===== config.mk =====
export PLATFORM = sky130hd
export DESIGN_NAME = gcd_operand_feeder
export DESIGN_NICKNAME = d
export VERILOG_FILES = /design/src/rtl/gcd_operand_feeder.sv
export SDC_FILE = /design/constraint.sdc
export NUM_CORES = 1
export LEC_CHECK = 0
export ABC_AREA = 1
export BUFFER_PORTS_ARGS = -buffer_cell sky130_fd_sc_hd__buf_2
export CAP_MARGIN = 20
export CORE_UTILIZATION = 50
export DETAILED_ROUTE_END_ITERATION = 12
export PLACE_DENSITY_LB_ADDON = 0.12
export REMOVE_ABC_BUFFERS = 1
export SYNTH_ARGS = -nofsm -noshare
export SYNTH_HDL_FRONTEND = slang
export SYNTH_SLANG_ARGS = --single-unit

===== constraint.sdc =====
create_clock -name clk -period 2.86 [get_ports clk]
set_input_delay 0.572 -clock clk [delete_from_list [all_inputs] [get_ports clk]]
set_output_delay 0.572 -clock clk [all_outputs]
set_load 0.02 [all_outputs]

===== src/rtl/gcd_operand_feeder.sv =====
// Operand-pair FIFO and load sequencer in front of a subtractive GCD core.
// Optional WAIT watchdog is enabled by defining GCD_FEEDER_TIMEOUT_EN.
module gcd_operand_feeder #(
    parameter int WIDTH      = 16,
    parameter int FIFO_DEPTH = 4,
    parameter int TIMEOUT    = 1024
) (
    input  logic             clk,
    input  logic             rst,
    input  logic             in_valid,
    output logic             in_ready,
    input  logic [WIDTH-1:0] in_a,
    input  logic [WIDTH-1:0] in_b,
    output logic             core_start,
    output logic [WIDTH-1:0] core_data_in,
    output logic             core_clear,
    input  logic             core_done,
    input  logic [WIDTH-1:0] core_result,
    output logic             res_valid,
    input  logic             res_ready,
    output logic [WIDTH-1:0] res_data,
    output logic             res_err,
    output logic             busy,
    output logic [2:0]       dbg_state_o
);
    // Handshakes: a transfer happens on a cycle where valid && ready; valid never
    // depends on ready, and payload is held stable while valid && !ready.

    localparam int AW = $clog2(FIFO_DEPTH);
    localparam logic [AW:0] FULL_CNT = (AW+1)'(FIFO_DEPTH);

    typedef enum logic [2:0] {
        S_IDLE   = 3'd0,
        S_LOAD_A = 3'd1,
        S_LOAD_B = 3'd2,
        S_WAIT   = 3'd3,
        S_CLEAR  = 3'd4
    } state_t;

    state_t           state_q, state_d;
    logic [WIDTH-1:0] fifo_a_q [FIFO_DEPTH];
    logic [WIDTH-1:0] fifo_b_q [FIFO_DEPTH];
    logic [AW-1:0]    wr_ptr_q, rd_ptr_q;
    logic [AW:0]      count_q;
    logic [WIDTH-1:0] op_a_q, op_a_d, op_b_q, op_b_d;
    logic [WIDTH-1:0] res_data_q, res_data_d;
    logic             res_valid_q, res_valid_d;
    logic             push, pop;
    logic [WIDTH-1:0] head_a, head_b;

`ifdef GCD_FEEDER_TIMEOUT_EN
    localparam int TW = $clog2(TIMEOUT + 1);
    logic [TW-1:0] tmo_cnt_q, tmo_cnt_d;
    logic          res_err_q, res_err_d;
    assign res_err = res_err_q;
`else
    assign res_err = 1'b0;
`endif

    // in_ready uses the registered count only, so a same-cycle pop never opens space.
    assign in_ready    = !rst && (count_q != FULL_CNT);
    assign push        = in_valid && in_ready;
    assign head_a      = fifo_a_q[rd_ptr_q];
    assign head_b      = fifo_b_q[rd_ptr_q];
    assign res_valid   = res_valid_q;
    assign res_data    = res_data_q;
    assign busy        = (state_q != S_IDLE) || (count_q != '0);
    assign dbg_state_o = state_q;

    always_comb begin
        state_d      = state_q;
        op_a_d       = op_a_q;
        op_b_d       = op_b_q;
        res_valid_d  = res_valid_q && !res_ready;
        res_data_d   = res_data_q;
        pop          = 1'b0;
        core_start   = 1'b0;
        core_data_in = '0;
        core_clear   = rst;
`ifdef GCD_FEEDER_TIMEOUT_EN
        tmo_cnt_d    = tmo_cnt_q;
        res_err_d    = res_err_q;
`endif
        case (state_q)
            S_IDLE: begin
                if ((count_q != '0) && (!res_valid_q || res_ready)) begin
                    pop    = 1'b1;
                    op_a_d = head_a;
                    op_b_d = head_b;
                    // gcd(0,x)=x; the core would never terminate on a zero operand.
                    if ((head_a == '0) || (head_b == '0)) begin
                        res_data_d  = head_a | head_b;
                        res_valid_d = 1'b1;
`ifdef GCD_FEEDER_TIMEOUT_EN
                        res_err_d   = 1'b0;
`endif
                    end else begin
                        state_d = S_LOAD_A;
                    end
                end
            end
            S_LOAD_A: begin
                core_start   = 1'b1;
                core_data_in = op_a_q;
                state_d      = S_LOAD_B;
            end
            S_LOAD_B: begin
                core_data_in = op_b_q;
                state_d      = S_WAIT;
`ifdef GCD_FEEDER_TIMEOUT_EN
                tmo_cnt_d    = '0;
`endif
            end
            S_WAIT: begin
                core_data_in = op_b_q;
`ifdef GCD_FEEDER_TIMEOUT_EN
                tmo_cnt_d    = tmo_cnt_q + 1'b1;
`endif
                if (core_done) begin
                    res_data_d  = core_result;
                    res_valid_d = 1'b1;
                    state_d     = S_CLEAR;
`ifdef GCD_FEEDER_TIMEOUT_EN
                    res_err_d   = 1'b0;
                end else if (tmo_cnt_q == TW'(TIMEOUT - 1)) begin
                    res_data_d  = '0;
                    res_valid_d = 1'b1;
                    res_err_d   = 1'b1;
                    state_d     = S_CLEAR;
`endif
                end
            end
            S_CLEAR: begin
                core_clear = 1'b1;
                state_d    = S_IDLE;
            end
            default: state_d = S_IDLE;
        endcase
    end

    always_ff @(posedge clk) begin
        if (rst) begin
            state_q     <= S_IDLE;
            wr_ptr_q    <= '0;
            rd_ptr_q    <= '0;
            count_q     <= '0;
            op_a_q      <= '0;
            op_b_q      <= '0;
            res_data_q  <= '0;
            res_valid_q <= 1'b0;
`ifdef GCD_FEEDER_TIMEOUT_EN
            tmo_cnt_q   <= '0;
            res_err_q   <= 1'b0;
`endif
        end else begin
            state_q     <= state_d;
            op_a_q      <= op_a_d;
            op_b_q      <= op_b_d;
            res_data_q  <= res_data_d;
            res_valid_q <= res_valid_d;
`ifdef GCD_FEEDER_TIMEOUT_EN
            tmo_cnt_q   <= tmo_cnt_d;
            res_err_q   <= res_err_d;
`endif
            if (push) wr_ptr_q <= wr_ptr_q + 1'b1;
            if (pop)  rd_ptr_q <= rd_ptr_q + 1'b1;
            if (push && !pop)      count_q <= count_q + 1'b1;
            else if (!push && pop) count_q <= count_q - 1'b1;
        end
    end

    always_ff @(posedge clk) begin
        if (push) begin
            fifo_a_q[wr_ptr_q] <= in_a;
            fifo_b_q[wr_ptr_q] <= in_b;
        end
    end

endmodule

==> impl_results.md <==
- Crit path top cell by count: nand2_1
- # rows: 44
- Die X: 126.1 um
- Via count: 5660
- Setup bufs post-CTS: 0
- Vias in the first global route: 5465
- Net Sw Frac: 37.47%
- Worst vdd ir: 681.5 uV
- Clk network pwr share: 26.9%
- Critical path startpoint category: flop
- Port Buffers: 92
- Area growth syn-to-layout: 16.31%
- Proportion of netlist area held by the largest area contributor: 49.94%
- Compound-Gate Fraction of Synth Area: 9.689%
- Share of layout cells above drive strength 1: 18.12%
- Maximum clock frequency: 0.3982 GHz
- Synth top area cells: edfxtp_1, dfxtp_1, nand2_1
- Period utilization: 87.80%
- Placeable Area: 14750 sq um
- Slowest CP cell: inv_2
- Initial DRC count: 465
- Combinational power share: 34.3%
- Finish-stage setup viols: 0
- Post-DR wirelength/cell: 17.53 um
- Mux cell area share after synthesis: 0%
- Pwr Total: 9.056 mW
- Grt ovf: 0
- Status: finished, final reports clean
- Syn Area/Cell: 10.22 sq um
- CP peak stage delay: 0.44 ns
- Pwr Density: 1012 nW/um^2
- Clock sink count: 189
- Fin crit period: 2.511 ns
- Pleak: 3.677 nW
- Max Cap Viol: 0
- Final Slew Violations: 0
- Synth Register Bits: 189
- DP HPWL: 11.09 mm
- Synth Instances: 753
- Synth Area in XOR/XNOR: 0.1138%
- Die height: 126.1 um
- First-pass GRT wire length: 28.77 mm
- Internal power: 5.663 mW
- TNS Setup: 0 ns
- Drt pass-1 iters: 6
- Critical Path Sink Type: flop
- Worst-path clk slew: 0.07 ns
- Worst skew pair latency: 0.43 ns
- Crit path DAT: 2.83 ns
- Area of the multi-input gates: 2267 sq um
- CTS tree: built
- Post-route cell area: 8951 sq um
- Clk buf depth: 2
- Worst clock skew: 0.01017 ns
- Largest net degree at the start of global routing: 67
- Critical Path, Cell by Cell: inv_2, buf_16, nand2_1, nand3_1, nand2_1, nand2_1, inv_1, nand2_1, nor2_1, nand2_1, nand2_1, nand2_2, nand2_4, nand2_4, nand2_1, nand2_1, nor2_1
- Worst-margin pin slew: 0.6766 ns
- Setup WS pre-CTS: 0.1542 ns
- Initial Util: 52.16%
- DRC viols: 0
- HP Start: in_b[15]
- Switch Pwr: 3.393 mW
- Root Driver: clkbuf_16
- Unrepaired setup endpoints after global routing: no
- # IOs: 94
- Yosys top cell by area: edfxtp_1
- Share of power burned in registers: 38.8%
- Placed instance area: 8312 sq um
- Die ar.: 15890 sq um
- Crit Path Class: flop to flop
- GPL Wtd Cong: 0.7646
- Routed Wire Length: 18.14 mm
- Slew margin rel.: 54.89%
- DR vias/cell: 5.469
- Tot GR Track Use: 23.85%
- Worst Slack Setup Final: 0.3489 ns
- CTS resizes: 0
- Antenna viol nets, final: 0
- Crit Path Max Fanout: 33
- Hold Path Class: input port to flop
- H-Tree Depth: 4
- Post-Syn Area: 7696 sq um
- Post-synthesis sequential area ratio: 65.81%
- # hold bufs at CTS: 0
- Largest family of logic cells by synthesized area: simple AND/OR/NAND/NOR gates
- Synth cell types: 27
- Synth warn: 0
- Final net count: 896
- Final hold violation count: 0
- Synth Area in Simple Gates: 18.34%
- Fill count: 1212
- Required @ worst endpoint: 3.18 ns
- Seq. cell area: 5066 sq um
- Initial antenna violation count: 1
- Post-synthesis adder-cell area fraction: 1.073%
- CTS buffer count: 17
## metrics by stage
| step | hold slack, ns | utilization [%] | instances |
|---|---|---|---|
| 2_1_floorplan | 0.4405 | - | 710 |
| 3_3_place_gp | 0.4490 | 56.33 | 1001 |
| 3_5_place_dp | 0.4684 | 56.33 | 1001 |
| 4_1_cts | 0.3415 | 60.46 | 1033 |
| 5_1_grt | 0.3412 | 60.65 | 1034 |
| 6_report | 0.3597 | 60.67 | 1035 |
## cells in the final DEF, fill, tap and decap left out, types with 2 or more instances in the layout
master / n
clkinvlp_4: 2
inv_6: 4
clkbuf_16: 17
clkinv_1: 2
nand2_1: 204
nand4_1: 4
inv_1: 36
nor3_1: 2
a31oi_1: 6
inv_2: 4
ha_1: 5
a22o_1: 16
nor2_2: 6
buf_4: 13
dfxtp_1: 60
o21ai_0: 44
a21oi_1: 65
buf_2: 92
inv_8: 2
edfxtp_1: 128
nand3_1: 82
nor2_1: 37
bufinv_16: 3
buf_12: 2
nand2_4: 2
## sequential cells by signal, indices dropped and copies added (netlist names), named ones only
name / count
rd_ptr_q: 2
dbg_state_o: 3
res_data: 16
fifo_a_q: 64
fifo_b_q: 64
count_q: 3
res_valid: 1
wr_ptr_q: 2
op_a_q: 16
op_b_q: 16
## synth_stat cells (all sizes together)
library cell  count
edfxtp          128
dfxtp            61
o21a              1
fa                1
ha                5
xor2              1
clkbuf           18
o22ai             1
a21oi            66
nand4             4
nand2           207
a31oi             6
inv              40
buf              25
nand3            82
o21ai            44
nor3              3
a22o             16
nor2             43
conb              1
## cells by family (layout without fill, tap and decap cells)
logic type | Yosys count | count (layout)
flops | 189 | 189
compound gates | 134 | 134
xor+xnor | 1 | 1
fa+ha+maj | 6 | 6
buf+inv | 83 | 180
other cells | 1 | 2
simple gates | 339 | 339
## critical path: cells and delay by family (launching register included)
| kind | cells | cell delay, ns |
|---|---|---|
| buffers and inverters | 3 | 0.74 |
| flip-flops | 1 | 0.33 |
| AND/OR/NAND/NOR | 14 | 1.33 |
## layer usage
metal  vias up  global-route usage [%]  routed length, um  share of wire, %
met5         -                       0                  0                 0
met4         0                   8.079                365               2.0
met3        36                   5.735               1163               6.4
met2       193                   37.93               8472                47
met1      2681                   32.17               8141                45
li1       2750                       -                  -                 -
## path summary, 6_finish.rpt
path         cells past startpoint                   endpoint  slack, ns
max                             17   res_data[0]$_SDFFE_PP0P_       0.35
min                              1  fifo_b_q[0][15]$_DFFE_PP_       0.36
max reg2reg                     17   res_data[0]$_SDFFE_PP0P_       0.35
min reg2reg                      2  res_data[13]$_SDFFE_PP0P_       0.48
## final cells by class
class	count	share of cell area (%)
Inverter	40	1.677
Clock inverter	15	2.055
Multi-Input combinational cell	481	25.33
Sequential cell	189	56.60
Timing Repair Buffer	108	6.989
Antenna cell	1	0.02796
Tap cell	184	2.572
Clock buffer	17	4.753
## power groups by stage
stage	sequential, mW	combinational (mW)	clock, mW
3_3_place_gp	3.55	3.01	0
2_1_floorplan	3.68	1.84	0
6_report	3.51	3.11	2.43
4_1_cts	3.51	3.08	2.46
5_1_grt	3.56	3.47	2.57
3_5_place_dp	3.56	3.06	0
Note: power is estimated with default switching activity, not from simulation.
